$ cat src/rtl/kws_post_pkg.sv
// Shared definitions for the keyword-spotting post-processor:
// index-width helper, invalid-index constant, smoothing FSM states and
// the saturating subtract used by the signed build (KWS_POST_SIGNED_EN).
package kws_post_pkg;

    // Smoothing FSM states
    typedef enum logic [1:0] {
        HUNT    = 2'd0,
        COUNT   = 2'd1,
        REFRACT = 2'd2
    } smooth_state_t;

    // Index width: one code beyond the last class is reserved for "no winner"
    function automatic int kws_iw(input int num_class);
        return $clog2(num_class + 1);
    endfunction

    // Invalid index; truncating -1 to any index width yields all ones
    localparam int IDX_INV = -1;

    // Working width of the saturating subtract (score widths up to 63 bits)
    localparam int SAT_W = 64;

    // a - b on sign-extended operands, clamped to [0, 2^dw-1]
    function automatic logic [SAT_W-1:0] sat_sub(input logic signed [SAT_W-1:0] a,
                                                 input logic signed [SAT_W-1:0] b,
                                                 input int dw);
        logic signed [SAT_W-1:0] d;
        logic signed [SAT_W-1:0] lim;
        d   = a - b;
        lim = (64'sd1 <<< dw) - 64'sd1;
        if (d < 0)
            sat_sub = '0;
        else if (d > lim)
            sat_sub = lim;
        else
            sat_sub = d;
    endfunction

endpackage

$ cat src/rtl/kws_top2_tracker.sv
// Per-frame top-2 score tracker: counts score writes, keeps the largest and
// second-largest eligible scores with the index of the largest, and pulses
// 'closed' on the edge that accepts the last write of a frame.
// KWS_POST_SIGNED_EN selects signed scores (all eligible, trackers start at
// the most negative value); otherwise scores with the MSB set are ignored.
module kws_top2_tracker
    import kws_post_pkg::*;
#(
    parameter int NUM_CLASS = 7,
    parameter int DW        = 16,
    parameter int IW        = kws_iw(NUM_CLASS)
) (
    input  logic          clk,
    input  logic          resetn,
    input  logic          init,
    input  logic          we,
    input  logic [DW-1:0] dout,
    output logic [DW-1:0] max1,
    output logic [DW-1:0] max2,
    output logic [IW-1:0] idx,
    output logic          closed
);

    localparam logic [IW-1:0] LAST_IDX = IW'(NUM_CLASS - 1);
    localparam logic [IW-1:0] INV_IDX  = IW'(IDX_INV);
`ifdef KWS_POST_SIGNED_EN
    localparam logic [DW-1:0] TRK_INIT = {1'b1, {(DW-1){1'b0}}};
`else
    localparam logic [DW-1:0] TRK_INIT = '0;
`endif

    logic [IW-1:0] wcnt_reg;
    logic          done_reg;
    logic [DW-1:0] max1_reg;
    logic [DW-1:0] max2_reg;
    logic [IW-1:0] idx_reg;
    logic          closed_reg;

    logic accept;
    logic eligible;
    logic gt1;
    logic gt2;

    // Frame start wins over a simultaneous write; writes after close are dropped
    assign accept = we && !init && !done_reg;

`ifdef KWS_POST_SIGNED_EN
    assign eligible = 1'b1;
    assign gt1      = $signed(dout) > $signed(max1_reg);
    assign gt2      = $signed(dout) > $signed(max2_reg);
`else
    assign eligible = ~dout[DW-1];
    assign gt1      = dout > max1_reg;
    assign gt2      = dout > max2_reg;
`endif

    // Write counter, top-2 trackers and frame-close pulse
    always_ff @(posedge clk or negedge resetn) begin
        if (!resetn) begin
            wcnt_reg   <= '0;
            done_reg   <= 1'b0;
            max1_reg   <= TRK_INIT;
            max2_reg   <= TRK_INIT;
            idx_reg    <= INV_IDX;
            closed_reg <= 1'b0;
        end else begin
            closed_reg <= 1'b0;
            if (init) begin
                wcnt_reg <= '0;
                done_reg <= 1'b0;
                max1_reg <= TRK_INIT;
                max2_reg <= TRK_INIT;
                idx_reg  <= INV_IDX;
            end else if (accept) begin
                // Strict compares: on a tie the earlier index keeps the lead
                if (eligible && gt1) begin
                    max2_reg <= max1_reg;
                    max1_reg <= dout;
                    idx_reg  <= wcnt_reg;
                end else if (eligible && gt2) begin
                    max2_reg <= dout;
                end
                if (wcnt_reg == LAST_IDX) begin
                    done_reg   <= 1'b1;
                    closed_reg <= 1'b1;
                end else begin
                    wcnt_reg <= wcnt_reg + 1'b1;
                end
            end
        end
    end

    assign max1   = max1_reg;
    assign max2   = max2_reg;
    assign idx    = idx_reg;
    assign closed = closed_reg;

endmodule

$ cat src/rtl/kws_post_smooth.sv
// Keyword-spotting post-processor: per-frame winner/margin reporting plus a
// temporal smoothing FSM that detects a non-background class winning with
// enough margin for HOLD_FRAMES consecutive frames, followed by a
// REFRACT_FRAMES dead window. KWS_POST_SIGNED_EN selects signed scores.
module kws_post_smooth
    import kws_post_pkg::*;
#(
    parameter int NUM_CLASS      = 7,
    parameter int DW             = 16,
    parameter int IW             = kws_iw(NUM_CLASS),
    parameter int BG_IDX         = 0,
    parameter int HOLD_FRAMES    = 3,
    parameter int REFRACT_FRAMES = 4
) (
    input  logic          clk,
    input  logic          resetn,
    input  logic          i_init,
    input  logic          i_we,
    input  logic [DW-1:0] i_dout,
    input  logic [DW-1:0] i_thresh,
    output logic [DW-1:0] o_diff,
    output logic [IW-1:0] o_max_idx,
    output logic          o_validp,
    output logic [IW-1:0] o_det_idx,
    output logic          o_detp
);

    localparam logic [IW-1:0] INV_IDX = IW'(IDX_INV);
    localparam logic [IW-1:0] BG_CLS  = IW'(BG_IDX);
    localparam logic [3:0]    HOLD_C  = 4'(HOLD_FRAMES);
    localparam logic [3:0]    REFR_C  = 4'(REFRACT_FRAMES);

    logic [DW-1:0] max1;
    logic [DW-1:0] max2;
    logic [IW-1:0] idx;
    logic          closed;

    logic [DW-1:0] diff_now;
    logic          qual_now;
    logic          qual_reg;

    smooth_state_t state_reg;
    logic [IW-1:0] cand_reg;
    logic [3:0]    cnt_reg;
    logic [3:0]    rcnt_reg;
    logic          det_fire;

    kws_top2_tracker #(
        .NUM_CLASS (NUM_CLASS),
        .DW        (DW),
        .IW        (IW)
    ) u_tracker (
        .clk    (clk),
        .resetn (resetn),
        .init   (i_init),
        .we     (i_we),
        .dout   (i_dout),
        .max1   (max1),
        .max2   (max2),
        .idx    (idx),
        .closed (closed)
    );

`ifdef KWS_POST_SIGNED_EN
    logic [SAT_W-1:0] diff_wide;
    assign diff_wide = sat_sub({{(SAT_W-DW){max1[DW-1]}}, max1},
                               {{(SAT_W-DW){max2[DW-1]}}, max2}, DW);
    assign diff_now  = diff_wide[DW-1:0];
`else
    // max1 >= max2 whenever both hold eligible (MSB-clear) values
    assign diff_now = max1 - max2;
`endif

    assign qual_now = (idx != INV_IDX) && (idx != BG_CLS) && (diff_now >= i_thresh);

    // Frame result registers, loaded the cycle after the closing write
    always_ff @(posedge clk or negedge resetn) begin
        if (!resetn) begin
            o_diff    <= '0;
            o_max_idx <= INV_IDX;
            o_validp  <= 1'b0;
            qual_reg  <= 1'b0;
        end else begin
            o_validp <= closed;
            if (closed) begin
                o_diff    <= diff_now;
                o_max_idx <= idx;
                qual_reg  <= qual_now;
            end
        end
    end

    // Detection condition for the frame result currently presented
    always_comb begin
        det_fire = 1'b0;
        if (o_validp && qual_reg) begin
            if (state_reg == HUNT)
                det_fire = (HOLD_C == 4'd1);
            else if (state_reg == COUNT)
                det_fire = (o_max_idx == cand_reg) && (cnt_reg + 4'd1 == HOLD_C);
        end
    end

    // Smoothing FSM, stepped once per frame result
    always_ff @(posedge clk or negedge resetn) begin
        if (!resetn) begin
            state_reg <= HUNT;
            cand_reg  <= INV_IDX;
            cnt_reg   <= '0;
            rcnt_reg  <= '0;
            o_det_idx <= INV_IDX;
            o_detp    <= 1'b0;
        end else begin
            o_detp <= 1'b0;
            if (det_fire) begin
                o_detp    <= 1'b1;
                o_det_idx <= o_max_idx;
                cand_reg  <= o_max_idx;
                cnt_reg   <= '0;
                if (REFR_C != 4'd0) begin
                    state_reg <= REFRACT;
                    rcnt_reg  <= REFR_C;
                end else begin
                    state_reg <= HUNT;
                end
            end else if (o_validp) begin
                case (state_reg)
                    HUNT: begin
                        if (qual_reg) begin
                            cand_reg  <= o_max_idx;
                            cnt_reg   <= 4'd1;
                            state_reg <= COUNT;
                        end
                    end
                    COUNT: begin
                        if (!qual_reg) begin
                            cnt_reg   <= '0;
                            state_reg <= HUNT;
                        end else if (o_max_idx != cand_reg) begin
                            cand_reg <= o_max_idx;
                            cnt_reg  <= 4'd1;
                        end else begin
                            cnt_reg <= cnt_reg + 4'd1;
                        end
                    end
                    REFRACT: begin
                        rcnt_reg <= rcnt_reg - 4'd1;
                        if (rcnt_reg <= 4'd1)
                            state_reg <= HUNT;
                    end
                    default: state_reg <= HUNT;
                endcase
            end
        end
    end

endmodule

$ cat config.mk
export PLATFORM = sky130hd
export DESIGN_NAME = kws_post_smooth
export DESIGN_NICKNAME = d
export VERILOG_FILES = /design/src/rtl/kws_post_pkg.sv /design/src/rtl/kws_top2_tracker.sv /design/src/rtl/kws_post_smooth.sv
export SDC_FILE = /design/constraint.sdc
export NUM_CORES = 1
export LEC_CHECK = 0
export ABC_AREA = 0
export BUFFER_PORTS_ARGS = -buffer_cell sky130_fd_sc_hd__buf_4
export CORE_MARGIN = 2
export CORE_UTILIZATION = 40
export CTS_CLUSTER_SIZE = 25
export DETAILED_ROUTE_END_ITERATION = 8
export PLACE_DENSITY = 0.62
export SLEW_MARGIN = 10
export SYNTH_ARGS = -nofsm -noshare
export SYNTH_HDL_FRONTEND = slang
export SYNTH_SLANG_ARGS = --single-unit
$ cat constraint.sdc
create_clock -name clk -period 3.6 [get_ports clk]
set_clock_uncertainty 0.15 [all_clocks]
set_input_delay 1.08 -clock clk [delete_from_list [all_inputs] [get_ports clk]]
set_output_delay 1.08 -clock clk [all_outputs]
set_load 0.02 [all_outputs]
==> results of run 1 <==
## worst max-delay path by stage
stage	cells after the start	endpoint	from	slack (ns)
finish	15	qual_reg$_DFFE_PN0P_	u_tracker.max1[0]$_DFFE_PN0P_	0.20
global route	15	qual_reg$_DFFE_PN0P_	u_tracker.max1[0]$_DFFE_PN0P_	-0.03
CTS	15	qual_reg$_DFFE_PN0P_	u_tracker.max1[0]$_DFFE_PN0P_	0.06
detailed placement	15	qual_reg$_DFFE_PN0P_	u_tracker.max1[0]$_DFFE_PN0P_	-0.04
floorplan	10	u_tracker.max2[11]$_DFFE_PN0P_	i_dout[5]	0.47
global placement	15	qual_reg$_DFFE_PN0P_	u_tracker.max1[0]$_DFFE_PN0P_	0.005
## cell type report
| type | count | area, sq um | area share |
|---|---|---|---|
| sequential | 78 | 1970 | 0.316 |
| inverter | 58 | 218 | 0.0350 |
| timing repair buffer | 71 | 558 | 0.0897 |
| tap | 172 | 215 | 0.0346 |
| clock buffer | 13 | 250 | 0.0402 |
| multi-input combinational | 406 | 2990 | 0.481 |
| clock inverter | 3 | 21.3 | 0.00342 |
## routing by layer
layer / vias to the layer above / share of wire / GRT usage
met2: 78 / 0.45 / 0.282
met4: 0 / 0.016 / 0.0804
met3: 12 / 0.039 / 0.0270
met1: 2074 / 0.49 / 0.254
met5: - / 0 / 0
li1: 2094 / - / -
## cell families (layout without fill, tap and decap cells)
family                   after synthesis  in the layout  share of synthesized area
AO/OA/AOI/OAI                        139            139                      0.161
AND/OR/NAND/NOR                      137            137                      0.123
XOR/XNOR                              21             21                     0.0350
buffers and inverters                 73            145                     0.0597
adder cells (fa/ha/maj)               70             70                      0.168
multiplexers                          39             39                     0.0799
flip-flops                            78             78                      0.374
## what timing repair did
action / 4_1_cts / 5_1_grt
gates resized for setup: 1 / 3
setup buffers: 0 / 3
endpoints found under the setup margin: 1 / 1
pin swaps: 0 / 6
## critical path, cell delays in order (launching register included)
cell and delay (ns):
sky130_fd_sc_hd__dfrtp_2 0.43, sky130_fd_sc_hd__inv_1 0.07, sky130_fd_sc_hd__ha_1 0.16, sky130_fd_sc_hd__inv_1 0.06, sky130_fd_sc_hd__fa_2 0.36, sky130_fd_sc_hd__a21o_1 0.18
sky130_fd_sc_hd__a21oi_2 0.18, sky130_fd_sc_hd__o21a_1 0.24, sky130_fd_sc_hd__o21bai_1 0.10, sky130_fd_sc_hd__a21oi_1 0.18, sky130_fd_sc_hd__xnor2_1 0.17, sky130_fd_sc_hd__ha_1 0.29
sky130_fd_sc_hd__a211oi_2 0.28, sky130_fd_sc_hd__o211ai_1 0.16, sky130_fd_sc_hd__o2111ai_1 0.15, sky130_fd_sc_hd__a221oi_1 0.11
## power by group through the flow
stage	registers (mW)	logic [mW]	clock network, mW
6_report	0.959	0.786	0.845
5_1_grt	0.964	0.891	0.907
4_1_cts	0.958	0.764	0.875
3_5_place_dp	0.973	0.750	0
3_3_place_gp	0.972	0.730	0
2_1_floorplan	0.966	0.537	0
## per-stage QoR
stage                     worst slack, ns   util
after detailed placement          -0.0436  0.465
final                               0.195  0.489
after floorplan                     0.472      -
after global routing              -0.0299  0.489
after CTS                          0.0559  0.487
after global placement            0.00530  0.465
## synth_stat cells (7+ instances only)
cell type | instances | area, sq um
sky130_fd_sc_hd__a21o_1 | 13 | 97.6
sky130_fd_sc_hd__a21oi_1 | 55 | 275
sky130_fd_sc_hd__dfrtp_1 | 66 | 1650
sky130_fd_sc_hd__dfstp_2 | 12 | 315
sky130_fd_sc_hd__ha_1 | 69 | 863
sky130_fd_sc_hd__inv_1 | 58 | 218
sky130_fd_sc_hd__mux2_2 | 24 | 270
sky130_fd_sc_hd__mux2i_1 | 15 | 150
sky130_fd_sc_hd__nand2_1 | 54 | 203
sky130_fd_sc_hd__nand3_1 | 8 | 40.0
sky130_fd_sc_hd__nand4_1 | 10 | 62.6
sky130_fd_sc_hd__nor2_1 | 25 | 93.8
sky130_fd_sc_hd__nor2b_1 | 9 | 56.3
sky130_fd_sc_hd__nor3_1 | 10 | 50.1
sky130_fd_sc_hd__o211ai_1 | 7 | 52.6
sky130_fd_sc_hd__o21ai_0 | 19 | 95.1
sky130_fd_sc_hd__o21ai_1 | 15 | 75.1
sky130_fd_sc_hd__xnor2_1 | 13 | 114
sky130_fd_sc_hd__xor2_1 | 8 | 70.1
==> flow_metrics.env, run 1 <==
export IMPL_critical_path_startpoint_type="flop"
export IMPL_ctsHoldBuffers=0
export IMPL_gr_total_overflow=0
export IMPL_synth_sequential_area_ratio=0.374
export IMPL_detail_route_iter0_violations=272
export IMPL_min_path_cells=1
export IMPL_clk_insertion_delay_late_ns=0.35
export IMPL_syn_nets=663
export IMPL_grt_start_max_net_pins=79
export IMPL_synth_area_sq_mm=0.00526
export IMPL_synthArstFlopShare=1.00
export IMPL_ant_nets=0
export IMPL_dpl_instance_area_sq_mm=0.00591
export IMPL_post_route_cell_area_sq_mm=0.00622
export IMPL_route_detailed_vias_per_inst=5.32
export IMPL_tightest_slew_ns=1.00
export IMPL_leading_register_cell_type_out_of_synthesis="sky130_fd_sc_hd__dfrtp_1"
export IMPL_floorplan_die_area_sq_mm=0.0141
export IMPL_r2r_worst_path_cells=15
export IMPL_crit_arrival_ns=3.47
export IMPL_outcome="complete, no violations"
export IMPL_drt_pass1_iterations=6
export IMPL_pin_count=60
export IMPL_io_buffer_count=59
export IMPL_fillers=1246
export IMPL_timing_hold_worst_class="reg -> reg"
export IMPL_route_detailed_drc=0
export IMPL_finish_net_count=730
export IMPL_synth_seq_cells=78
export IMPL_final_layout_size_suffix_gt1_frac=0.207
export IMPL_core_sq_mm=0.0127
export IMPL_grtUsageTotal=0.183
export IMPL_synth_warnings=0
export IMPL_final_cell_mix="sky130_fd_sc_hd__ha_1, sky130_fd_sc_hd__buf_4, sky130_fd_sc_hd__dfrtp_1"
export IMPL_antenna_diode_count=0
export IMPL_comb_power_share=0.303
export IMPL_root_buf_cell="sky130_fd_sc_hd__clkbuf_16"
export IMPL_number_of_flops_mapped_to_enable_cells_by_yosys=0
export IMPL_antenna_found_initial=0
export IMPL_internal_power_mw=1.76
export IMPL_row_count=41
export IMPL_clk_transition_reported_paths_ns=0.06
export IMPL_timing_final_setup_violations=0
export IMPL_syn_avg_cell_area_sq_um=9.44
export IMPL_gp_congestion=0.829
export IMPL_num_vias=4258
export IMPL_dpl_cell_count=782
export IMPL_synthDistinctLibCells=52
export IMPL_leakage_power_total_nw=2.99
export IMPL_switching_component_of_the_power_mw=0.826
export IMPL_ctsHtreeMaxLevel=3
export IMPL_hpwl_after_dpl_mm=9.35
export IMPL_slew_viol_final=0
export IMPL_min_period_ns=3.40
export IMPL_cts_buffer_depth=2
export IMPL_p_per_area_mw_per_mm2=416
export IMPL_die_height_microns=119
export IMPL_regToRegStartpoint="u_tracker.max1[0]$_DFFE_PN0P_"
export IMPL_fin_total_pwr_mw=2.59
export IMPL_hold_start="u_tracker.done_reg$_DFFE_PN0P_"
export IMPL_fin_cells=801
export IMPL_regToRegSetupSlack_ns=0.20
export IMPL_cp_data_required_time_ns=3.67
export IMPL_post_synthesis_instance_total=557
export IMPL_timing_setup_tns_ns=0
export IMPL_die_w_microns=119
export IMPL_p_sw_frac=0.319
export IMPL_share_of_the_cycle_needed_by_the_critical_path_after_routing=0.946
export IMPL_maxCapViolations=0
export IMPL_hold_path_endpoint="u_tracker.done_reg$_DFFE_PN0P_"
export IMPL_critical_path_max_fanout=4
export IMPL_cts_sinks=78
export IMPL_starting_density=0.413
export IMPL_finalHoldWorstSlack_ns=0.327
export IMPL_grt_pass1_vias=4165
export IMPL_maxClockFrequency_mhz=294
export IMPL_worst_setup_path_end_kind="flop"
export IMPL_critical_path_reg2reg_endpoint="qual_reg$_DFFE_PN0P_"
export IMPL_worstSetupPathType="reg -> reg"
export IMPL_slew_headroom=0.332
export IMPL_power_share_sequential=0.370
export IMPL_power_share_of_the_clock_group=0.326
export IMPL_cts_made_buffers=9
export IMPL_area_growth_pct=18.3
export IMPL_vdd_ir_drop_worst_v=0.000241
export IMPL_hold_viol_final=0
export IMPL_grt_first_pass_wirelength_mm=20.5
export IMPL_drt_wl_total_mm=12.4
export IMPL_tritoncts="yes"
export IMPL_detail_route_wl_per_cell_microns=15.5
Power figures use the tool's default switching activity.
==> run 2: changes to the inputs <==
CORE_UTILIZATION = 35   (was 40)
PLACE_DENSITY = 0.56   (was 0.62)
clock period = 4.3 ns   (was 3.6 ns; I/O delays follow)
==> run 2 against run 1 <==
Against the previous run: worst setup slack improved by 0.52 ns; global-route usage fell by 2.0 points; first-iteration DRC count fell by 13%; worst hold slack improved by 0.0068 ns; largest cell class unchanged; critical endpoint unchanged; final cell count rose by 0.50%; sequential power fell by 16%; critical path depth did not move; routed wire length barely moved.
==> flow_metrics.env, run 2 (same netlist as run 1, synthesis figures left out) <==
export IMPL_row_count=44
export IMPL_die_w_microns=127
export IMPL_hold_viol_final=0
export IMPL_detail_route_wl_per_cell_microns=15.4
export IMPL_maxClockFrequency_mhz=279
export IMPL_fillers=1440
export IMPL_starting_density=0.361
export IMPL_grt_start_max_net_pins=79
export IMPL_worstSetupPathType="reg -> reg"
export IMPL_io_buffer_count=59
export IMPL_antenna_diode_count=0
export IMPL_maxCapViolations=0
export IMPL_core_sq_mm=0.0146
export IMPL_post_route_cell_area_sq_mm=0.00615
export IMPL_root_buf_cell="sky130_fd_sc_hd__clkbuf_16"
export IMPL_floorplan_die_area_sq_mm=0.0160
export IMPL_critical_path_startpoint_type="flop"
export IMPL_die_height_microns=127
export IMPL_drt_wl_total_mm=12.4
export IMPL_final_common_cell="sky130_fd_sc_hd__ha_1"
export IMPL_timing_final_setup_violations=0
export IMPL_cts_sinks=78
export IMPL_grt_pass1_vias=4169
export IMPL_crit_arrival_ns=3.64
export IMPL_globalRoute_busiestLayer="met2"
export IMPL_post_cts_resized_instances=0
export IMPL_area_growth_pct=16.9
export IMPL_ctsHoldBuffers=0
export IMPL_gr_total_overflow=0
export IMPL_route_detailed_vias_per_inst=5.10
export IMPL_grtUsageTotal=0.163
export IMPL_route_detailed_drc=0
export IMPL_gp_congestion=0.856
export IMPL_clk_insertion_delay_late_ns=0.35
export IMPL_cts_setup_buffers=0
export IMPL_vdd_ir_drop_worst_v=0.000159
export IMPL_outcome="complete, no violations"
export IMPL_global_route_usage_met2=0.261
export IMPL_setup_repair_after_global_routing_missed_its_margin="false"
export IMPL_multi_input_area_sq_mm=0.00298
export IMPL_leakage_power_total_nw=2.95
export IMPL_timing_hold_worst_class="reg -> reg"
export IMPL_cts_made_buffers=9
export IMPL_timing_critical_path_slowest_stage_cell="sky130_fd_sc_hd__dfrtp_1"
export IMPL_cp_top_delay_family="compound AO/OA/AOI/OAI gates"
export IMPL_tightest_slew_ns=0.996
export IMPL_dpl_instance_area_sq_mm=0.00587
export IMPL_worst_setup_path_end_kind="flop"
export IMPL_slew_viol_final=0
export IMPL_tritoncts="yes"
export IMPL_slew_headroom=0.336
export IMPL_critical_path_max_fanout=4
export IMPL_finish_net_count=722
export IMPL_ant_nets=0
export IMPL_crit_chain="inv_1 -> ha_1 -> inv_1 -> fa_1 -> a21o_1 -> a21oi_1 -> o21a_1 -> o21bai_1 -> a21oi_1 -> xnor2_1 -> ha_1 -> a211oi_1 -> o211ai_1 -> o2111ai_1 -> a221oi_1"
export IMPL_grt_first_pass_wirelength_mm=20.9
export IMPL_num_vias=4105
export IMPL_cts_buffer_depth=2
export IMPL_final_layout_size_suffix_gt1_frac=0.195
export IMPL_detail_route_iter0_violations=238
export IMPL_final_cell_mix="sky130_fd_sc_hd__ha_1, sky130_fd_sc_hd__dfrtp_1, sky130_fd_sc_hd__buf_4"
export IMPL_timing_setup_tns_ns=0
export IMPL_hpwl_after_dpl_mm=9.40
export IMPL_slowest_delay_ns=0.43
export IMPL_cp_data_required_time_ns=4.36
export IMPL_clk_transition_reported_paths_ns=0.06
export IMPL_met3_demand_to_capacity_share_in_global_routing=0.0228
export IMPL_grtUsageMet1=0.222
export IMPL_p_per_area_mw_per_mm2=350
export IMPL_ctsHtreeMaxLevel=3
export IMPL_cp_num_buf_inv=2
export IMPL_share_of_the_cycle_needed_by_the_critical_path_after_routing=0.833
export IMPL_antenna_found_initial=0
export IMPL_ff_latch_area_sq_mm=0.00197
export IMPL_min_period_ns=3.58
export IMPL_finalCoreUtilization=0.421
export IMPL_pin_count=60
export IMPL_drt_pass1_iterations=4
## run 2: through the flow
stage,hold WS (ns),std cells,worst slack (ns),power [mW]
after floorplan,0.261,557,0.962,1.26
after global placement,0.321,789,0.467,1.42
after CTS,0.338,805,0.686,2.18
final,0.334,805,0.718,2.15
after detailed placement,0.324,789,0.369,1.44
after global routing,0.362,805,0.367,2.30
## run 2: cell type report
| type | instances | area share |
|---|---|---|
| Clock inverter | 7 | 0.00896 |
| Tap cell | 184 | 0.0375 |
| Timing Repair Buffer | 63 | 0.0769 |
| Sequential cell | 78 | 0.320 |
| Multi-Input combinational cell | 406 | 0.485 |
| Clock buffer | 9 | 0.0366 |
| Inverter | 58 | 0.0354 |
## run 2: path summary, 6_finish.rpt
path | endpoint | cells after the start | slack (ns) | startpoint
max | qual_reg$_DFFE_PN0P_ | 15 | 0.72 | u_tracker.max1[0]$_DFFE_PN0P_
min | u_tracker.done_reg$_DFFE_PN0P_ | 1 | 0.33 | u_tracker.done_reg$_DFFE_PN0P_
min reg2reg | u_tracker.done_reg$_DFFE_PN0P_ | 1 | 0.33 | u_tracker.done_reg$_DFFE_PN0P_
max in group asynchronous | rcnt_reg[2]$_DFFE_PN0P_ | 1 | 2.41 | resetn
min in group asynchronous | u_tracker.max1[0]$_DFFE_PN0P_ | 1 | 0.93 | resetn
max reg2reg | qual_reg$_DFFE_PN0P_ | 15 | 0.72 | u_tracker.max1[0]$_DFFE_PN0P_
## run 2: worst register-to-register path, cell delays in order, from the launching register on
cell	delay, ns
sky130_fd_sc_hd__dfrtp_1	0.43
sky130_fd_sc_hd__inv_1	0.08
sky130_fd_sc_hd__ha_1	0.16
sky130_fd_sc_hd__inv_1	0.05
sky130_fd_sc_hd__fa_1	0.39
sky130_fd_sc_hd__a21o_1	0.18
sky130_fd_sc_hd__a21oi_1	0.26
sky130_fd_sc_hd__o21a_1	0.24
sky130_fd_sc_hd__o21bai_1	0.09
sky130_fd_sc_hd__a21oi_1	0.18
sky130_fd_sc_hd__xnor2_1	0.19
sky130_fd_sc_hd__ha_1	0.30
sky130_fd_sc_hd__a211oi_1	0.31
sky130_fd_sc_hd__o211ai_1	0.16
sky130_fd_sc_hd__o2111ai_1	0.17
sky130_fd_sc_hd__a221oi_1	0.12
## run 2: power breakdown
part / internal, mW / switching, mW / leakage [nW]
Clock: 0.397 / 0.330 / 0.133
Combinational: 0.268 / 0.354 / 1.79
Sequential: 0.771 / 0.0296 / 1.02
Total: 1.44 / 0.714 / 2.95
## run 2: per-layer routing
metal	up-vias	share of wire
met5	-	0
met4	0	0.020
met3	14	0.039
met2	80	0.45
met1	1922	0.49
li1	2089	-
